`config.mk`:
```
export PLATFORM = sky130hd
export DESIGN_NAME = mic1_mem_ctrl_flat
export DESIGN_NICKNAME = d
export VERILOG_FILES = /design/src/rtl/mic1_mem_ctrl_if.sv /design/src/rtl/mic1_mem_ctrl.sv /design/src/flat_wrapper.sv
export SDC_FILE = /design/constraint.sdc
export NUM_CORES = 1
export LEC_CHECK = 0
export CAP_MARGIN = 10
export CORE_MARGIN = 2
export CORE_UTILIZATION = 35
export DETAILED_ROUTE_END_ITERATION = 12
export GPL_TIMING_DRIVEN = 0
export PLACE_DENSITY = 0.67
export REMOVE_ABC_BUFFERS = 1
export SLEW_MARGIN = 30
export SYNTH_ARGS = -nofsm -noshare
export SYNTH_HDL_FRONTEND = slang
export SYNTH_SLANG_ARGS = --single-unit
```
`constraint.sdc`:
```
create_clock -name clock -period 2.1 [get_ports clock]
set_clock_uncertainty 0.05 [all_clocks]
set_input_delay 0.42 -clock clock [delete_from_list [all_inputs] [get_ports clock]]
set_output_delay 0.42 -clock clock [all_outputs]
set_load 0.005 [all_outputs]
```
`src/rtl/mic1_mem_ctrl_if.sv`:
```
// Single-port memory bus between the MIC-1 memory controller (master) and memory (slave).
interface mic1_mem_ctrl_if;
    logic [31:0] memAddr;
    logic [31:0] memWData;
    logic [31:0] memRData;
    logic        memRead;
    logic        memWrite;
    logic        memReady;

    modport master (
        output memAddr, memWData, memRead, memWrite,
        input  memReady, memRData
    );

    modport slave (
        input  memAddr, memWData, memRead, memWrite,
        output memReady, memRData
    );
endinterface

```
`src/rtl/mic1_mem_ctrl.sv`:
```
// MIC-1 memory controller: turns rd/wr/fetch strobes into memory handshakes and MDR/MBR loads.
// Optional access timeout with memError pulse is enabled by defining MEM_TIMEOUT_EN.
module mic1_mem_ctrl #(
    parameter int TIMEOUT_CYCLES = 255
) (
    input  logic                   clock,
    input  logic                   reset,
    input  logic                   rd,
    input  logic                   wr,
    input  logic                   fetch,
    input  logic [31:0]            marIn,
    input  logic [31:0]            mdrIn,
    input  logic [31:0]            pcIn,
    mic1_mem_ctrl_if.master        mem,
    output logic [31:0]            mdrData,
    output logic                   mdrLoad,
    output logic [7:0]             mbrData,
    output logic                   mbrLoad,
    output logic                   busy,
    output logic                   memError
);

    typedef enum logic [1:0] {
        IDLE = 2'd0,
        DACC = 2'd1,
        FACC = 2'd2
    } ctrlState_t;

    ctrlState_t  state, nextState;
    logic        pendFetch, nextPend;
    logic        isWrite, nextIsWrite;
    logic [29:0] marReg;
    logic [31:0] mdrReg;
    logic [31:0] pcReg;
    logic        readReg, writeReg;
    logic        accept, done, abort, timeoutHit;

    // MAR's top two bits fall off the word-to-byte address shift.
    logic unusedBits;
    assign unusedBits = (^marIn[31:30]) ^ (TIMEOUT_CYCLES > 0);

    always_comb begin
        nextState   = state;
        nextPend    = pendFetch;
        nextIsWrite = isWrite;
        accept      = 1'b0;
        done        = 1'b0;
        abort       = 1'b0;
        unique case (state)
            IDLE: begin
                if (rd || wr) begin
                    nextState   = DACC;
                    accept      = 1'b1;
                    nextIsWrite = wr;
                    nextPend    = fetch;
                end else if (fetch) begin
                    nextState = FACC;
                    accept    = 1'b1;
                    nextPend  = 1'b0;
                end
            end
            DACC: begin
                if (mem.memReady) begin
                    done      = 1'b1;
                    nextState = pendFetch ? FACC : IDLE;
                end else if (timeoutHit) begin
                    abort = 1'b1;
                end
            end
            FACC: begin
                if (mem.memReady) begin
                    done      = 1'b1;
                    nextState = IDLE;
                    nextPend  = 1'b0;
                end else if (timeoutHit) begin
                    abort = 1'b1;
                end
            end
            default: nextState = IDLE;
        endcase
        if (abort) begin
            nextState = IDLE;
            nextPend  = 1'b0;
        end
    end

    // Request lines are decoded from the next state so they rise with the accept edge.
    always_ff @(posedge clock) begin
        if (reset) begin
            state     <= IDLE;
            pendFetch <= 1'b0;
            isWrite   <= 1'b0;
            marReg    <= '0;
            mdrReg    <= '0;
            pcReg     <= '0;
            readReg   <= 1'b0;
            writeReg  <= 1'b0;
            mdrData   <= '0;
            mdrLoad   <= 1'b0;
            mbrData   <= '0;
            mbrLoad   <= 1'b0;
        end else begin
            state     <= nextState;
            pendFetch <= nextPend;
            isWrite   <= nextIsWrite;
            if (accept) begin
                marReg <= marIn[29:0];
                mdrReg <= mdrIn;
                pcReg  <= pcIn;
            end
            readReg  <= (nextState == FACC) || ((nextState == DACC) && !nextIsWrite);
            writeReg <= (nextState == DACC) && nextIsWrite;
            mdrLoad  <= done && (state == DACC) && !isWrite;
            if (done && (state == DACC) && !isWrite) begin
                mdrData <= mem.memRData;
            end
            mbrLoad <= done && (state == FACC);
            if (done && (state == FACC)) begin
                mbrData <= mem.memRData[{pcReg[1:0], 3'b000} +: 8];
            end
        end
    end

    always_comb begin
        mem.memAddr  = '0;
        mem.memWData = '0;
        unique case (state)
            DACC: begin
                mem.memAddr  = {marReg, 2'b00};
                mem.memWData = isWrite ? mdrReg : 32'd0;
            end
            FACC:    mem.memAddr = {pcReg[31:2], 2'b00};
            default: mem.memAddr = '0;
        endcase
    end

    assign mem.memRead  = readReg;
    assign mem.memWrite = writeReg;
    assign busy         = (state != IDLE);

`ifdef MEM_TIMEOUT_EN
    localparam int TW = ($clog2(TIMEOUT_CYCLES + 1) > 8) ? $clog2(TIMEOUT_CYCLES + 1) : 8;
    logic [TW-1:0] timer;

    assign timeoutHit = (state != IDLE) && (timer == TW'(TIMEOUT_CYCLES));

    // Counter restarts whenever a new state is entered, so a fetch after a read gets a full budget.
    always_ff @(posedge clock) begin
        if (reset) begin
            timer    <= '0;
            memError <= 1'b0;
        end else begin
            memError <= abort;
            if ((state == IDLE) || (nextState != state)) begin
                timer <= '0;
            end else begin
                timer <= timer + TW'(1);
            end
        end
    end
`else
    assign timeoutHit = 1'b0;
    assign memError   = 1'b0;
`endif

endmodule
```
`src/flat_wrapper.sv`:
```
// flat-port wrapper written by rule: the top's interface ports become plain ports
module mic1_mem_ctrl_flat 
#(
    parameter int TIMEOUT_CYCLES = 255
)
  (clock, reset, rd, wr, fetch, marIn, mdrIn, pcIn, mdrData, mdrLoad, mbrData, mbrLoad, busy, memError, mem_memAddr, mem_memWData, mem_memRead, mem_memWrite, mem_memReady, mem_memRData);
  mic1_mem_ctrl_if mem_i ();
  input  logic clock;
  input  logic reset;
  input  logic rd;
  input  logic wr;
  input  logic fetch;
  input  logic [31:0] marIn;
  input  logic [31:0] mdrIn;
  input  logic [31:0] pcIn;
  output logic [31:0] mdrData;
  output logic mdrLoad;
  output logic [7:0] mbrData;
  output logic mbrLoad;
  output logic busy;
  output logic memError;
  output wire logic [$bits(mem_i.memAddr)-1:0] mem_memAddr;
  output wire logic [$bits(mem_i.memWData)-1:0] mem_memWData;
  output wire logic [$bits(mem_i.memRead)-1:0] mem_memRead;
  output wire logic [$bits(mem_i.memWrite)-1:0] mem_memWrite;
  input wire logic [$bits(mem_i.memReady)-1:0] mem_memReady;
  input wire logic [$bits(mem_i.memRData)-1:0] mem_memRData;
  assign mem_memAddr = mem_i.memAddr;
  assign mem_memWData = mem_i.memWData;
  assign mem_memRead = mem_i.memRead;
  assign mem_memWrite = mem_i.memWrite;
  assign mem_i.memReady = mem_memReady;
  assign mem_i.memRData = mem_memRData;
  mic1_mem_ctrl #(.TIMEOUT_CYCLES(TIMEOUT_CYCLES)) u_core (.clock(clock), .reset(reset), .rd(rd), .wr(wr), .fetch(fetch), .marIn(marIn), .mdrIn(mdrIn), .pcIn(pcIn), .mem(mem_i), .mdrData(mdrData), .mdrLoad(mdrLoad), .mbrData(mbrData), .mbrLoad(mbrLoad), .busy(busy), .memError(memError));
endmodule
```
==> results of run 1 <==
where the power goes:
| part | total, mW | switching [mW] | internal (mW) |
|---|---|---|---|
| logic | 1.68 | 0.751 | 0.925 |
| registers | 3.05 | 0.150 | 2.90 |
| clock network | 2.98 | 1.19 | 1.78 |
| total | 7.70 | 2.09 | 5.61 |
cell usage in the layout, fill, tap and decap left out, types with 11 or more instances in the layout:
cell type,Yosys,layout
sky130_fd_sc_hd__a21oi_1,135,135
sky130_fd_sc_hd__clkdlybuf4s50_1,0,173
sky130_fd_sc_hd__nand2_1,264,264
sky130_fd_sc_hd__clkbuf_16,0,18
sky130_fd_sc_hd__buf_6,0,36
sky130_fd_sc_hd__buf_2,13,35
sky130_fd_sc_hd__clkbuf_2,0,15
sky130_fd_sc_hd__and3_1,32,14
sky130_fd_sc_hd__nor2b_1,31,24
sky130_fd_sc_hd__buf_4,11,11
sky130_fd_sc_hd__and3_4,0,18
sky130_fd_sc_hd__buf_8,0,11
sky130_fd_sc_hd__dfxtp_1,142,139
sky130_fd_sc_hd__a22oi_2,0,30
area by class of cell:
type | count | area share, %
clock buffers | 19 | 4.424
clock inverters | 13 | 1.400
inverters | 4 | 0.2000
multi-input cells | 543 | 31.47
flip-flops and latches | 142 | 28.51
well taps | 220 | 2.749
repair buffers | 304 | 31.25
routing by layer:
layer,vias to the layer above,part of all wire (%)
li1,3035,-
met1,2865,44
met2,172,49
met3,27,4.8
met4,0,2.0
met5,-,0
worst max-delay path, delay by kind of cell (launching register included):
family	cells	cell delay [ns]
buffers and inverters	5	0.58
AND/OR/NAND/NOR	1	0.06
adder cells (fa/ha/maj)	1	0.18
AO/OA/AOI/OAI	1	0.16
flip-flops	1	0.38
metrics by stage:
| stage | power (mW) | hold WS, ns |
|---|---|---|
| 5_1_grt | 8.040 | 0.3082 |
| 2_1_floorplan | 3.598 | 0.3758 |
| 6_report | 7.699 | 0.3030 |
| 4_1_cts | 7.704 | 0.2889 |
| 3_5_place_dp | 4.346 | 0.3921 |
| 3_3_place_gp | 4.230 | 0.3871 |
state kept, by name, indices dropped and copies added (netlist names):
signal,flops
u_core.pcReg,32
u_core.mdrData,32
u_core.mdrLoad,1
u_core.pendFetch,1
u_core.mbrData,8
u_core.mdrReg,32
u_core.mem.memRead,1
u_core.marReg,30
u_core.isWrite,1
u_core.state,2
u_core.mbrLoad,1
u_core.mem.memWrite,1
logic make-up after synthesis:
logic type | count (synthesis) | synth area share (%)
AOI/OAI and AO/OA | 176 | 17.11
adders and majority gates | 4 | 0.8430
buffers and inverters | 71 | 5.458
DFF | 142 | 47.88
muxes | 8 | 3.035
other | 1 | 0.06316
and+or+nand+nor | 351 | 25.61
path summary, 6_finish.rpt:
path,end,from,cells after the start,slack [ns]
worst max-delay path,mem_memAddr[11],u_core.state[0],8,-0.16
worst min-delay path,u_core.mdrLoad,reset,2,0.30
worst max register to register,u_core.mem.memWrite,u_core.state[1],9,0.01
worst min register to register,u_core.mdrReg[12],u_core.mdrReg[12],2,0.40
what timing repair did:
item / 4_1_cts / 5_1_grt
buffers inserted: 41 / 11
pin swaps: 21 / 22
gates cloned: 6 / 2
setup endpoints to repair: 145 / 109
gates resized for setup: 289 / 82
hold buffers: 0 / 0
==> PnR_summary.wiki, run 1 <==
{| class="wikitable"
! Metric !! Value
|-
| Run status || complete, but fails checks
|-
| Violated checks || negative setup slack
|-
| Routing usage on met3 || 4.535%
|-
| Y dimension of the die || 134.2 microns
|-
| Largest driver fanout on the critical path || 5
|-
| Post-synth top area share || 47.88%
|-
| Ys flop type || sky130_fd_sc_hd__dfxtp_1
|-
| Tightest Hold Check Type || in -> reg
|-
| Iteration-0 DRC Markers || 303
|-
| Number of clock sinks || 142
|-
| Vias in the first global route || 5,869
|-
| Met1 capacity usage during global routing || 29.37%
|-
| Synth top area cells || sky130_fd_sc_hd__dfxtp_1 (48%), sky130_fd_sc_hd__nand2_1 (17%), sky130_fd_sc_hd__a21oi_1 (11%)
|-
| Overflow after GRT || 0
|-
| Area taken by multi-input logic gates || 0.003151 sq mm
|-
| Buffer cell driving the clock tree root || sky130_fd_sc_hd__clkbuf_16
|-
| DR vias/cell || 4.899
|-
| Clock transition at the registers of the reported paths || 0.06 ns
|-
| Core area || 0.01658 sq mm
|-
| Site row count || 47
|-
| Post-route cell area || 0.01001 sq mm
|-
| Worst-skew pair later-pin latency || 0.41 ns
|-
| Detailed-route wire length || 20,560 microns
|-
| Share of synthesized registers carrying an async set or reset || 0%
|-
| Setup slack after placement || -0.5440 ns
|-
| Setup repair after global routing missed its margin || yes
|-
| Number of enable-type register cells in the synthesized netlist || 0
|-
| Data arrival, critical path || 1.79 ns
|-
| Number of endpoints with negative hold slack in the final report || 0
|-
| Least-Margin Pin Slew || 0.6245 ns
|-
| Max-cap check violation count || 0
|-
| Post-detailed-placement cell area || 0.008606 sq mm
|-
| Count of final max-slew check failures || 0
|-
| Number of antenna violations at the first check in global routing || 0
|-
| Area growth from synthesis to layout || 68.64%
|-
| Count of buffers from port buffering || 238
|-
| Synthesized instance count || 753
|-
| Type of the setup path with the least slack || reg -> out
|-
| Count of distinct cell types in the synthesized netlist || 34
|-
| Met2 layer usage reported by global route || 35.54%
|-
| Worst setup margin || -0.1563 ns
|-
| Post-route setup TNS || -2.535 ns
|-
| Register area || 0.002854 sq mm
|-
| Critical path required time || 1.63 ns
|-
| Inserted Clock Buffers || 17
|-
| Initial Utilization || 35.80%
|-
| Detailed placer's ending HPWL || 12,220 microns
|-
| All-Layer GR Usage || 22.20%
|-
| Final core occ || 60.37%
|-
| Critical Path End Type || output port
|-
| Min cycle time layout || 2.256 ns
|-
| Diode insertion count for antenna repair || 0
|-
| Slew HR || 58.31%
|-
| Number of buffers on the longest clock path || 2
|-
| Synthesis Warnings || 0
|-
| Power Density || 769.0 mW/mm^2
|-
| Slowest-stage cell, CP || sky130_fd_sc_hd__dfxtp_4
|-
| First-pass GRT wire length || 31,410 microns
|-
| Boundary pin count || 244
|-
| Kind of start point of the critical path || flop
|-
| Number of setup violations in the final report || 39
|-
| Sequential element share of the synthesized area || 47.88%
|-
| Routed length per placed instance || 16.51 microns
|-
| Global placer's final weighted congestion || 0.7691
|-
| Synth Area per Inst || 7.884 sq um
|-
| Share of layout cells above drive strength 1 || 23.51%
|-
| Count of fill cells added during filler insertion || 1,533
|-
| Synth cell count leaders || sky130_fd_sc_hd__nand2_1 (264), sky130_fd_sc_hd__dfxtp_1 (142), sky130_fd_sc_hd__a21oi_1 (135), sky130_fd_sc_hd__clkbuf_1 (37), sky130_fd_sc_hd__and3_1 (32)
|-
| Largest vdd supply drop || 0.0005399 V
|-
| Remaining design rule violation count || 0
|-
| CTS H-Tree Depth || 4
|-
| Sequence of cells on the critical path || inv_4, ha_4, buf_12, buf_16, buf_12, a22oi_2, nor2b_1, buf_2
|-
| Total Die Area || 0.01802 sq mm
|-
| CTS tree || done
|-
| Residual antenna-violating net count after detailed routing || 0
|-
| Busiest layer in global routing || met2
|-
| Die Wd || 134.2 microns
|-
| Crit path top cell by count || sky130_fd_sc_hd__buf_12
|-
| DR vias || 6,099
|-
| Nets || 1,150
|-
| Most numerous cell in the Yosys netlist || sky130_fd_sc_hd__nand2_1
|-
| Cell area after synthesis || 0.005937 sq mm
|-
| Final worst-path cycle share || 107.4%
|-
| Final cell count without fillers || 1,245
|-
| Total instance count after detailed placement || 1,162
|-
| 1st-pass router iterations || 4
|-
| Library cell occupying the most area in the post-synthesis netlist || sky130_fd_sc_hd__dfxtp_1
|-
| Max Fclk || 443.2 MHz
|-
| Pin count of the biggest net entering global routing || 100
|-
| Worst stage delay on the critical path || 0.38 ns
|-
| Leak pwr || 3.917 nW
|-
| Synthesis-stage register bit count || 142
|}
No activity file was read; power rests on OpenSTA's default activity.
==> run 2, diff against run 1 <==
--- a/config.mk
+++ b/config.mk
@@ -9,8 +9,8 @@
 export CORE_MARGIN = 2
 export CORE_UTILIZATION = 35
 export DETAILED_ROUTE_END_ITERATION = 12
+export DONT_BUFFER_PORTS = 1
 export GPL_TIMING_DRIVEN = 0
-export PLACE_DENSITY = 0.67
 export REMOVE_ABC_BUFFERS = 1
 export SLEW_MARGIN = 30
 export SYNTH_ARGS = -nofsm -noshare
==> PnR_summary.wiki, run 2 (synthesized netlist as in run 1, its figures left out) <==
{| class="wikitable"
! Metric !! Value
|-
| Run status || finished, final reports clean
|-
| Type of the setup path with the least slack || reg -> out
|-
| Inserted Clock Buffers || 17 (unchanged)
|-
| Boundary pin count || 244 (unchanged)
|-
| Number of endpoints with negative hold slack in the final report || 0 (unchanged)
|-
| All-Layer GR Usage || 18.03% (-4.2 points)
|-
| DR vias/cell || 5.166 (+5.5%)
|-
| Met1 capacity usage during global routing || 22.12% (-7.2 points)
|-
| Post-detailed-placement cell area || 0.006186 sq mm (-28%)
|-
| CTS H-Tree Depth || 4 (unchanged)
|-
| Final worst-path cycle share || 96.12% (-11 points)
|-
| Biggest regs || u_core.mdrData: 32 flops, u_core.mdrReg: 32 flops, u_core.pcReg: 32 flops
|-
| Routed length per placed instance || 17.37 microns (+5.2%)
|-
| Final core occ || 42.98% (-17 points)
|-
| Pin count of the biggest net entering global routing || 141 (+41%)
|-
| Nets || 872 (-24%)
|-
| Setup slack of the most critical reg-to-reg path || 0.15 ns (+0.14 ns)
|-
| Worst reg2reg path startpoint || u_core.state[1]
|-
| Number of buffers on the longest clock path || 2 (unchanged)
|-
| Diode insertion count for antenna repair || 0 (unchanged)
|-
| Data arrival, critical path || 1.55 ns (-0.24 ns)
|-
| Post-route setup TNS || 0 ns (+2.535 ns)
|-
| Total Die Area || 0.01802 sq mm (unchanged)
|-
| Setup repair after global routing missed its margin || no
|-
| DR vias || 4,996 (-18%)
|-
| First-pass GRT wire length || 25,470 microns (-19%)
|-
| Remaining design rule violation count || 0 (unchanged)
|-
| Min cycle time layout || 2.018 ns (-0.2378 ns)
|-
| Busiest layer in global routing || met2
|-
| Initial Utilization || 35.80% (unchanged)
|-
| Total instance count after detailed placement || 923 (-21%)
|-
| Critical path required time || 1.63 ns (about the same)
|-
| Clock transition at the registers of the reported paths || 0.06 ns (about the same)
|-
| Max-cap check violation count || 0 (unchanged)
|-
| Y dimension of the die || 134.2 microns (unchanged)
|-
| Routing usage on met3 || 7.634% (+3.1 points)
|-
| Met2 layer usage reported by global route || 28.00% (-7.5 points)
|-
| Most common library cell in the layout ignoring fill and taps || sky130_fd_sc_hd__nand2_1
|-
| Largest vdd supply drop || 0.0005598 V (+3.7%)
|-
| Number of setup violations in the final report || 0 (-100%)
|-
| Kind of start point of the critical path || flop
|-
| Worst reg-to-reg path cell count || 7 (-2)
|-
| Overflow after GRT || 0 (unchanged)
|-
| 1st-pass router iterations || 4 (unchanged)
|-
| Most used cells in the layout excluding fill and tap cells || sky130_fd_sc_hd__nand2_1 (264), sky130_fd_sc_hd__dfxtp_1 (139), sky130_fd_sc_hd__a21oi_1 (135)
|-
| Count of fill cells added during filler insertion || 1,684 (+9.8%)
|-
| CTS tree || done
|-
| Number of clock sinks || 142 (unchanged)
|-
| Post-route cell area || 0.007128 sq mm (-29%)
|-
| Terminating pin of the worst hold path || u_core.mdrData[28]
|-
| Setup slack after placement || -0.7659 ns (-0.2219 ns)
|-
| Register area || 0.002849 sq mm (-0.18%)
|-
| Die Wd || 134.2 microns (unchanged)
|-
| Largest driver fanout on the critical path || 5 (unchanged)
|-
| Critical Path End Type || output port
|-
| Core area || 0.01658 sq mm (unchanged)
|-
| Slew HR || 59.55% (+1.2 points)
|-
| Vias in the first global route || 4,750 (-19%)
|-
| Leak pwr || 2.694 nW (-31%)
|-
| Global placer's final weighted congestion || 0.7455 (-3.1%)
|-
| Number of antenna violations at the first check in global routing || 0 (unchanged)
|-
| Final Power || 7.450 mW (-3.2%)
|-
| Area growth from synthesis to layout || 20.06%
|-
| Final worst hold slack || 0.04652 ns (-0.2565 ns)
|-
| Site row count || 47 (unchanged)
|-
| Power Density || 1045 mW/mm^2 (+36%)
|-
| Tightest Hold Check Type || in -> reg
|-
| Post-CTS Hold Buffers || 0 (unchanged)
|-
| Endpoint of the most critical register-to-register path || u_core.mem.memWrite
|-
| Worst hold path depth || 1 (-1)
|-
| Final cell count without fillers || 967 (-22%)
|-
| Worst setup margin || 0.08154 ns (+0.2378 ns)
|-
| Count of buffers from port buffering || 0 (-100%)
|-
| Share of layout cells above drive strength 1 || 12.45% (-11 points)
|-
| Buffer cell driving the clock tree root || sky130_fd_sc_hd__clkbuf_16
|-
| Area taken by multi-input logic gates || 0.002859 sq mm (-9.3%)
|-
| Detailed-route wire length || 16,800 microns (-18%)
|-
| Count of final max-slew check failures || 0 (unchanged)
|-
| Hold wc startpoint || reset
|-
| Detailed placer's ending HPWL || 10,750 microns (-12%)
|-
| Worst-skew pair later-pin latency || 0.41 ns (about the same)
|-
| Iteration-0 DRC Markers || 250 (-17%)
|-
| Max Fclk || 495.4 MHz (+12%)
|-
| Least-Margin Pin Slew || 0.6059 ns (-0.01858 ns)
|-
| Residual antenna-violating net count after detailed routing || 0 (unchanged)
|}
==> run 2: what timing repair did <==
action	CTS	global route
setup endpoints to repair	86	62
pin swaps	2	0
resized for setup	9	17
gates cloned	0	2
buffers inserted	10	0
==> run 2: critical path, cell delays in order, from the launching register on <==
cell and delay, ns:
sky130_fd_sc_hd__dfxtp_2 0.40, sky130_fd_sc_hd__inv_4 0.07, sky130_fd_sc_hd__ha_4 0.30, sky130_fd_sc_hd__buf_4 0.15
sky130_fd_sc_hd__nor2b_1 0.20
==> run 2: where the power goes <==
| part | total (mW) | switching (mW) | internal (mW) |
|---|---|---|---|
| Combinational | 0.971 | 0.525 | 0.446 |
| Sequential | 3.03 | 0.133 | 2.90 |
| Clock | 3.45 | 1.15 | 2.30 |
| Total | 7.45 | 1.81 | 5.64 |
==> run 2: how the worst max path moves through the flow <==
stage               startpoint                  to  slack (ns)  depth (start not counted)
2_1_floorplan  u_core.state[1]    u_core.marReg[0]       -0.93                          6
3_3_place_gp   u_core.state[1]  u_core.mdrData[26]       -2.74                          5
3_5_place_dp   u_core.state[0]   u_core.mdrData[4]       -0.77                          6
4_1_cts        u_core.state[0]     mem_memAddr[21]       0.004                          5
5_1_grt        u_core.state[1]     mem_memAddr[18]       0.009                          4
6_report       u_core.state[1]     mem_memAddr[31]        0.08                          4
==> run 2: layout make-up <==
cell class	instances	share of cell area (%)
Timing Repair Buffer	27	6.196
Tap cell	220	3.862
Sequential cell	142	39.97
Multi-Input combinational cell	542	40.11
Clock inverter	9	2.493
Clock buffer	23	7.127
Inverter	4	0.2457
==> run 2: routing by layer <==
metal | vias up | share of wire, % | wire length [microns]
met4 | 0 | 2.5 | 427
li1 | 2471 | - | -
met2 | 170 | 47 | 7936
met5 | - | 0 | 0
met3 | 27 | 7.7 | 1294
met1 | 2328 | 43 | 7138
==> run 3, diff against run 2 <==
--- a/config.mk
+++ b/config.mk
@@ -7,10 +7,11 @@
 export LEC_CHECK = 0
 export CAP_MARGIN = 10
 export CORE_MARGIN = 2
-export CORE_UTILIZATION = 35
+export CORE_UTILIZATION = 51
 export DETAILED_ROUTE_END_ITERATION = 12
 export DONT_BUFFER_PORTS = 1
 export GPL_TIMING_DRIVEN = 0
+export PLACE_DENSITY = 0.66
 export REMOVE_ABC_BUFFERS = 1
 export SLEW_MARGIN = 30
 export SYNTH_ARGS = -nofsm -noshare
==> PnR_summary.wiki, run 3 (synthesized netlist as in run 1, its figures left out) <==
{| class="wikitable"
! Metric !! Value
|-
| Run status || finished, final reports clean
|-
| Type of the setup path with the least slack || reg -> out
|-
| Initial Utilization || 52.22% (+16 points)
|-
| Max Fclk || 483.8 MHz (-2.3%)
|-
| Final worst-path cycle share || 98.42% (+2.3 points)
|-
| Most common library cell in the layout ignoring fill and taps || sky130_fd_sc_hd__nand2_1
|-
| Count of buffers from port buffering || 0 (unchanged)
|-
| Least-Margin Pin Slew || 0.6337 ns (+0.02776 ns)
|-
| Data arrival, critical path || 1.60 ns (+0.05 ns)
|-
| Number of clock sinks || 142 (unchanged)
|-
| Biggest regs || u_core.mdrData: 32 flops, u_core.mdrReg: 32 flops, u_core.pcReg: 32 flops
|-
| Boundary pin count || 244 (unchanged)
|-
| Worst reg2reg path startpoint || u_core.state[1]
|-
| Routed length per placed instance || 17.52 microns (+0.85%)
|-
| Worst hold path depth || 1 (unchanged)
|-
| Number of buffers on the longest clock path || 2 (unchanged)
|-
| Terminating pin of the worst hold path || u_core.mdrReg[18]
|-
| Worst-skew pair later-pin latency || 0.41 ns (about the same)
|-
| Area growth from synthesis to layout || 13.17%
|-
| Residual antenna-violating net count after detailed routing || 0 (unchanged)
|-
| Remaining design rule violation count || 0 (unchanged)
|-
| Total Die Area || 0.01252 sq mm (-31%)
|-
| Max-cap check violation count || 0 (unchanged)
|-
| DR vias || 4,992 (-0.080%)
|-
| Die Wd || 111.9 microns (-17%)
|-
| Worst reg-to-reg path cell count || 7 (unchanged)
|-
| Worst stage delay on the critical path || 0.37 ns (-0.03 ns)
|-
| Slew HR || 57.75% (-1.8 points)
|-
| Kind of start point of the critical path || flop
|-
| Hold wc startpoint || reset
|-
| Number of antenna violations at the first check in global routing || 0 (unchanged)
|-
| Largest vdd supply drop || 0.0005756 V (+2.8%)
|-
| All-Layer GR Usage || 24.30% (+6.3 points)
|-
| Critical Path End Type || output port
|-
| CTS tree || done
|-
| Pin count of the biggest net entering global routing || 141 (unchanged)
|-
| Vias in the first global route || 4,987 (+5.0%)
|-
| Setup repair after global routing missed its margin || yes
|-
| Overflow after GRT || 0 (unchanged)
|-
| Count of final max-slew check failures || 0 (unchanged)
|-
| Iteration-0 DRC Markers || 388 (+55%)
|-
| Final worst hold slack || 0.03192 ns (-0.01460 ns)
|-
| Core area || 0.01137 sq mm (-31%)
|-
| Nets || 863 (-1.0%)
|-
| Inserted Clock Buffers || 17 (unchanged)
|-
| Tightest Hold Check Type || in -> reg
|-
| Number of endpoints with negative hold slack in the final report || 0 (unchanged)
|-
| First-pass GRT wire length || 24,240 microns (-4.8%)
|-
| 1st-pass router iterations || 7 (+3)
|-
| Power Density || 976.6 mW/mm^2 (-6.6%)
|-
| Post-CTS Hold Buffers || 0 (unchanged)
|-
| Y dimension of the die || 111.9 microns (-17%)
|-
| Number of setup violations in the final report || 0 (unchanged)
|-
| Min cycle time layout || 2.067 ns (+0.04835 ns)
|-
| Largest driver fanout on the critical path || 31 (+26)
|-
| Critical path required time || 1.63 ns (about the same)
|-
| Detailed-route wire length || 15,360 microns (-8.5%)
|-
| Global placer's final weighted congestion || 0.8206 (+10%)
|-
| Count of fill cells added during filler insertion || 1,027 (-39%)
|-
| Setup slack of the most critical reg-to-reg path || 0.05 ns (-0.10 ns)
|-
| Diode insertion count for antenna repair || 0 (unchanged)
|-
| Endpoint of the most critical register-to-register path || u_core.mem.memWrite
|-
| Most used cells in the layout excluding fill and tap cells || sky130_fd_sc_hd__nand2_1 (264), sky130_fd_sc_hd__dfxtp_1 (139), sky130_fd_sc_hd__a21oi_1 (135)
|-
| Leak pwr || 2.540 nW (-5.7%)
|-
| Clock transition at the registers of the reported paths || 0.05 ns (about the same)
|-
| Detailed placer's ending HPWL || 10,180 microns (-5.4%)
|-
| CTS H-Tree Depth || 4 (unchanged)
|-
| Share of layout cells above drive strength 1 || 9.809% (-2.6 points)
|-
| DR vias/cell || 5.692 (+10%)
|-
| Site row count || 39 (-17%)
|-
| Buffer cell driving the clock tree root || sky130_fd_sc_hd__clkbuf_16
|-
| Sequence of cells on the critical path || inv_6, ha_4, bufbuf_16, and3_1
|-
| Final core occ || 59.10% (+16 points)
|-
| Slowest-stage cell, CP || sky130_fd_sc_hd__dfxtp_4
|}
-- run 3: changes by cell type in the layout (fill, tap and decap cells not counted), sizes merged --
cell	delta
buf	-8
bufbuf	+1
clkinv	-3
bufinv	-5
clkbuf	+2
-- run 3: timing repair --
action,4_1_cts,5_1_grt
buffers inserted,5,0
resized for setup,9,14
gates cloned,1,0
setup endpoints to repair,121,110
hold endpoints to repair,0,0
pin swaps,3,1
-- run 3: report_power, final --
group	leakage [nW]	switching [mW]	total (mW)	internal, mW
Combinational	1.12	0.501	0.890	0.388
Clock	0.255	1.00	2.64	1.64
Sequential	1.17	0.136	3.04	2.90
Total	2.54	1.64	6.56	4.92
-- run 3: area by class of cell --
cell class / count / area, sq um / area share [%]
Multi-Input combinational cell: 542 / 2870 / 42.72
Sequential cell: 142 / 2849 / 42.40
Clock buffer: 27 / 513.0 / 7.635
Timing Repair Buffer: 18 / 282.8 / 4.209
Tap cell: 143 / 178.9 / 2.663
Inverter: 4 / 20.02 / 0.2980
Clock inverter: 1 / 5.005 / 0.07449
-- run 3: stage by stage --
step / power [mW] / instance area (sq um) / TNS, ns / cells / setup slack [ns]
floorplan: 3.598 / 5635 / -124.62 / 688 / -0.9314
finish: 6.562 / 6719 / 0 / 877 / 0.03318
global route: 6.850 / 6719 / -0.5512 / 877 / -0.03499
CTS: 6.604 / 6678 / 0 / 878 / 0.003308
detailed placement: 3.907 / 6045 / -24.34 / 844 / -0.5927
global placement: 3.777 / 5814 / -330.51 / 831 / -2.365
-- run 3: metal layers --
| layer | part of all wire (%) | GRT usage, % |
|---|---|---|
| met4 | 2.6 | 10.95 |
| met3 | 7.3 | 8.057 |
| met2 | 49 | 40.28 |
| met1 | 41 | 28.67 |
| met5 | 0 | 0 |
-- run 3: worst max-delay path by stage --
stage               startpoint                 to  slack, ns  cells past startpoint
3_3_place_gp   u_core.state[1]  u_core.mdrData[8]      -2.37                      5
5_1_grt        u_core.state[1]   mem_memWData[10]      -0.03                      4
3_5_place_dp   u_core.state[0]  u_core.mdrData[3]      -0.59                      5
6_report       u_core.state[1]    mem_memWData[3]       0.03                      4
2_1_floorplan  u_core.state[1]   u_core.marReg[0]      -0.93                      6
4_1_cts        u_core.state[1]   mem_memWData[30]      0.003                      4
-- run 3: worst max-delay path: cells and delay by family, from the launching register on --
family	cells	cell delay (ns)
adder cells (fa/ha/maj)	1	0.19
AND/OR/NAND/NOR	1	0.21
buffers and inverters	2	0.41
flip-flops	1	0.37
